--- config.mk ---
export PLATFORM = sky130hd
export DESIGN_NAME = traffic_light1
export DESIGN_NICKNAME = d
export VERILOG_FILES = /design/src/rtl/traffic_light_pkg.sv /design/src/rtl/traffic_light1_phase_timer.sv /design/src/rtl/traffic_light1.sv
export SDC_FILE = /design/constraint.sdc
export NUM_CORES = 1
export LEC_CHECK = 0
export CAP_MARGIN = 20
export CORE_MARGIN = 3
export CORE_UTILIZATION = 52
export DETAILED_ROUTE_END_ITERATION = 6
export PLACE_DENSITY = 0.76
export SYNTH_ARGS = -nofsm -noshare
export SYNTH_HDL_FRONTEND = slang
export SYNTH_SLANG_ARGS = --single-unit
--- constraint.sdc ---
create_clock -name clk -period 2.1 [get_ports clk]
set_input_delay 0.42 -clock clk [delete_from_list [all_inputs] [get_ports clk]]
set_output_delay 0.42 -clock clk [all_outputs]
set_load 0.03 [all_outputs]
--- src/rtl/traffic_light_pkg.sv ---
// Shared lamp codes, approach directions and FSM state encodings for traffic_light1.
package traffic_light_pkg;

    localparam logic [1:0] LIGHT_RED    = 2'b00;
    localparam logic [1:0] LIGHT_YELLOW = 2'b01;
    localparam logic [1:0] LIGHT_GREEN  = 2'b10;

    localparam logic [1:0] DIR_N = 2'd0;
    localparam logic [1:0] DIR_W = 2'd1;
    localparam logic [1:0] DIR_S = 2'd2;
    localparam logic [1:0] DIR_E = 2'd3;

    // Bits [2:1] carry the served direction, bit 0 selects yellow, bit 3 marks ALL_RED.
    typedef logic [3:0] state_t;

    localparam state_t ST_N_GREEN  = 4'd0;
    localparam state_t ST_N_YELLOW = 4'd1;
    localparam state_t ST_W_GREEN  = 4'd2;
    localparam state_t ST_W_YELLOW = 4'd3;
    localparam state_t ST_S_GREEN  = 4'd4;
    localparam state_t ST_S_YELLOW = 4'd5;
    localparam state_t ST_E_GREEN  = 4'd6;
    localparam state_t ST_E_YELLOW = 4'd7;
    localparam state_t ST_ALL_RED  = 4'd8;

    function automatic state_t green_state(input logic [1:0] dir);
        return {1'b0, dir, 1'b0};
    endfunction

endpackage

--- src/rtl/traffic_light1_phase_timer.sv ---
// Dwell counter for one FSM phase: o_done is high while the count equals i_dwell-1.
// i_clear restarts the count at 0 on the next clock; async active-low reset.
module phase_timer (
    input  logic       clk,
    input  logic       rst,
    input  logic       i_clear,
    input  logic [7:0] i_dwell,
    output logic       o_done
);

    logic [7:0] r_cnt;

    assign o_done = (r_cnt == (i_dwell - 8'd1));

    always_ff @(posedge clk or negedge rst) begin
        if (!rst) begin
            r_cnt <= 8'd0;
        end else if (i_clear) begin
            r_cnt <= 8'd0;
        end else begin
            r_cnt <= r_cnt + 8'd1;
        end
    end

endmodule

--- src/rtl/traffic_light1.sv ---
// Fixed-time round-robin four-way signal controller (N -> W -> S -> E), Moore outputs.
// Define ALL_RED_EN to insert an all-red clearance phase after every yellow.
module traffic_light1
    import traffic_light_pkg::*;
#(
    parameter int unsigned GREEN_CYCLES   = 8,
    parameter int unsigned YELLOW_CYCLES  = 3
`ifdef ALL_RED_EN
    ,
    parameter int unsigned ALL_RED_CYCLES = 2
`endif
) (
    input  logic       clk,
    input  logic       rst,
    output logic [1:0] north_light,
    output logic [1:0] west_light,
    output logic [1:0] south_light,
    output logic [1:0] east_light
);

    localparam logic [7:0] L_GREEN  = 8'(GREEN_CYCLES);
    localparam logic [7:0] L_YELLOW = 8'(YELLOW_CYCLES);
`ifdef ALL_RED_EN
    localparam logic [7:0] L_ALLRED = 8'(ALL_RED_CYCLES);
`endif

    state_t     r_state;
    state_t     w_next;
    logic       w_done;
    logic       w_clear;
    logic [7:0] w_dwell;
    logic [1:0] w_dir;
    logic [1:0] w_dir_next;

    assign w_dir      = r_state[2:1];
    assign w_dir_next = 2'(w_dir + 2'd1);
    assign w_clear    = (w_next != r_state);

    always_comb begin
        w_dwell = r_state[0] ? L_YELLOW : L_GREEN;
`ifdef ALL_RED_EN
        if (r_state == ST_ALL_RED) begin
            w_dwell = L_ALLRED;
        end
`endif
    end

    phase_timer u_timer (
        .clk     (clk),
        .rst     (rst),
        .i_clear (w_clear),
        .i_dwell (w_dwell),
        .o_done  (w_done)
    );

`ifdef ALL_RED_EN
    logic [1:0] r_next_dir;

    always_ff @(posedge clk or negedge rst) begin
        if (!rst) begin
            r_next_dir <= DIR_W;
        end else if (!r_state[3] && r_state[0] && w_done) begin
            r_next_dir <= w_dir_next;
        end
    end
`endif

    // Any encoding outside the listed states (e.g. an upset) recovers to N_GREEN.
    always_comb begin
        w_next = r_state;
        case (r_state)
            ST_N_GREEN, ST_W_GREEN, ST_S_GREEN, ST_E_GREEN: begin
                if (w_done) w_next = r_state | 4'd1;
            end
            ST_N_YELLOW, ST_W_YELLOW, ST_S_YELLOW, ST_E_YELLOW: begin
`ifdef ALL_RED_EN
                if (w_done) w_next = ST_ALL_RED;
`else
                if (w_done) w_next = green_state(w_dir_next);
`endif
            end
`ifdef ALL_RED_EN
            ST_ALL_RED: begin
                if (w_done) w_next = green_state(r_next_dir);
            end
`endif
            default: w_next = ST_N_GREEN;
        endcase
    end

    always_ff @(posedge clk or negedge rst) begin
        if (!rst) begin
            r_state <= ST_N_GREEN;
        end else begin
            r_state <= w_next;
        end
    end

    always_comb begin
        north_light = LIGHT_RED;
        west_light  = LIGHT_RED;
        south_light = LIGHT_RED;
        east_light  = LIGHT_RED;
        if (!r_state[3]) begin
            case (w_dir)
                DIR_N:   north_light = r_state[0] ? LIGHT_YELLOW : LIGHT_GREEN;
                DIR_W:   west_light  = r_state[0] ? LIGHT_YELLOW : LIGHT_GREEN;
                DIR_S:   south_light = r_state[0] ? LIGHT_YELLOW : LIGHT_GREEN;
                default: east_light  = r_state[0] ? LIGHT_YELLOW : LIGHT_GREEN;
            endcase
        end
    end

endmodule

==> results.ini <==
[sta]
hold_viol_final = 0
rsz0062_at_grt = false
period_minus_slack_ns = 1.95
setup_tns_ns = 0
period_share_pct = 92.9
fmax_mhz = 513
fin_hold_ws_ns = 0.486
slew_headroom_pct = 65.3
setup_ws_ns = 0.149
finalSetupViolCount = 0
drv_slew = 0
tightest_slew_ns = 0.519
clock_skew_ns = 0.00498

[worst_setup_path]
cp.arrival_ns = 1.53
cpMaxStageDelayCell = dfrtp_1
rrSetupSlack_ns = 0.47
reg2regPathDepth = 3
slowest_delay_ns = 0.42
cp.buffers_inverters = 2
r2r-start = u_timer.r_cnt[3]
endpoint_kind = output pin
rr_endpoint = u_timer.r_cnt[7]
startpoint_type = flip-flop
worst-path-max-fanout = 4
cp_top_family = buffers and inverters
criticalPathCategory = reg -> out
cp_cell_sequence = inv_1 -> ha_1 -> nor3b_1 -> clkdlybuf4s15_1
cp_data_required_time_ns = 1.68

[die]
row_count = 13
initial_core_util_pct = 56.6
fp.coreArea_um2 = 1330
pin_count = 10
die_h_um = 44.1
chipWidth_um = 44.1
fp.dieArea_um2 = 1940

[place]
gp_congestion = 0.727
dp_hpwl_mm = 1.02
portBuffers = 9
place_ws_ns = 0.147

[global_routing]
grt_overflow_total = 0
antenna_found_initial = 0
grt_max_degree = 13
grt_util_all_layers_pct = 16.3
grt_pass1_vias = 571
grt_pass1_wl_mm = 2.37

[yosys]
syn_inst = 78
ys_seq_elements = 12
post-synth-top-area-cell = dfrtp_1
synth_area_um2 = 754
yosys.area.top_type_share_pct = 39.8
yosysSeqAreaShare_pct = 39.8
netlist_top_cells_area = dfrtp_1 (40%), ha_1 (8.3%), and2_1 (5.0%)
ys_types = 32
synth_area_per_cell_um2 = 9.67
ys_warn_count = 0
synth_nets = 85

[clock_network]
cts.sinks = 12
htreeDepth = 1
clock-root-buffer = clkbuf_4
cts_buffers = 3
clock_path_buffers = 2
insertion_delay_ns = 0.27
cts_tree = yes
holdBufCountCts = 0
cts.clk_slew.worst_paths_ns = 0.08

[layout]
drive_gt1_share_pct = 11.1
final_core_util_pct = 66.7
final_common_cell = dfrtp_1
layout_common_cells = dfrtp_1 (12), dlygate4sd2_1 (7), and2_1 (6)
antennaDiodeCount = 0
syn2layout_area_growth_pct = 17.9
nets = 98

[power_and_ir_drop]
ir_drop_mv = 0.357
power_density_nw_per_um2 = 526
p_leak_nw = 0.402

[drt]
routedWlPerCell_um = 12.6
drtIter0Drc = 7
vias_per_cell = 5.71
drtPass1Iterations = 6
vias = 600
postRouteAntennaNets = 0
totalWireLength_mm = 1.32
post-route-drc-count = 0

[outcome]
outcome = completed

[worst_hold_path]
hold_class = in -> async

[flow_run]
max-cap-violations = 0

[registers in the layout (all words and copies together), names as in the netlist]
signal         count
r_state            4
u_timer.r_cnt      8
[synth_stat cells, drive strengths merged]
cell and count:
nor3b 3, or3b 1, nand4 4, conb 1
nand2 2, o31ai 2, or4b 1, nor3 4
or4 1, ha 5, and2 6, or2 1
buf 2, nand3 4, nor4 1, inv 3
xor2 2, nor2b 3, or2b 1, clkbuf 1
nor2 1, o211ai 1, and3 1, o21ai 4
dfrtp 12, nand3b 1, a21oi 2, or3 3
a211oi 4, xnor2 1
[worst max path at each step]
stage	from	end	slack [ns]	cells past startpoint
after floorplan	r_state[1]	north_light[1]	0.31	3
after global placement	r_state[1]	north_light[1]	0.17	4
after detailed placement	r_state[1]	north_light[1]	0.15	4
after CTS	r_state[1]	north_light[1]	0.12	4
after global routing	r_state[1]	north_light[1]	0.01	4
final	r_state[1]	north_light[1]	0.15	4
[metrics by stage]
stage / instance area (um2) / cells / power (mW)
3_5_place_dp: 862 / 101 / 0.292
4_1_cts: 888 / 105 / 0.476
3_3_place_gp: 862 / 101 / 0.292
2_1_floorplan: 754 / 78 / 0.277
5_1_grt: 890 / 105 / 0.493
6_report: 890 / 105 / 0.468
[cell families after synthesis]
logic type,synth area share [%]
flip-flops,39.8
buffers and inverters,3.65
AO/OA/AOI/OAI,12.6
XOR/XNOR,3.48
adder cells (fa/ha/maj),8.29
AND/OR/NAND/NOR,31.7
other,0.497
[what timing repair did]
item / in CTS / in global routing
setup endpoints to repair: 8 / 1
gates resized for setup: 8 / 1
setup buffers: 0 / 0
[report_power, final]
part / switching [mW] / internal, mW
sequential: 0.0105 / 0.237
clock: 0.0764 / 0.105
combinational: 0.0215 / 0.0175
total: 0.108 / 0.360
[area by class of cell]
cell class              count  area, um2
well taps                  15       18.8
flip-flops and latches     12        300
inverters                   3       11.3
multi-input cells          60        427
repair buffers             11       96.3
fillers                   111        444
clock buffers               4       36.3
[routing by layer]
metal | up-vias | global-route usage (%) | routed length (um)
li1 | 306 | - | -
met1 | 273 | 20.6 | 612
met2 | 17 | 27.3 | 633
met3 | 4 | 2.44 | 53
met4 | 0 | 7.23 | 19
met5 | - | 0 | 0
[worst reg2reg max path: cells and delay by family, from the launching register on]
family | cells | cell delay (ns)
AO/OA/AOI/OAI | 2 | 0.43
AND/OR/NAND/NOR | 1 | 0.59
flip-flops | 1 | 0.47
(Power assumes the default switching activity.)
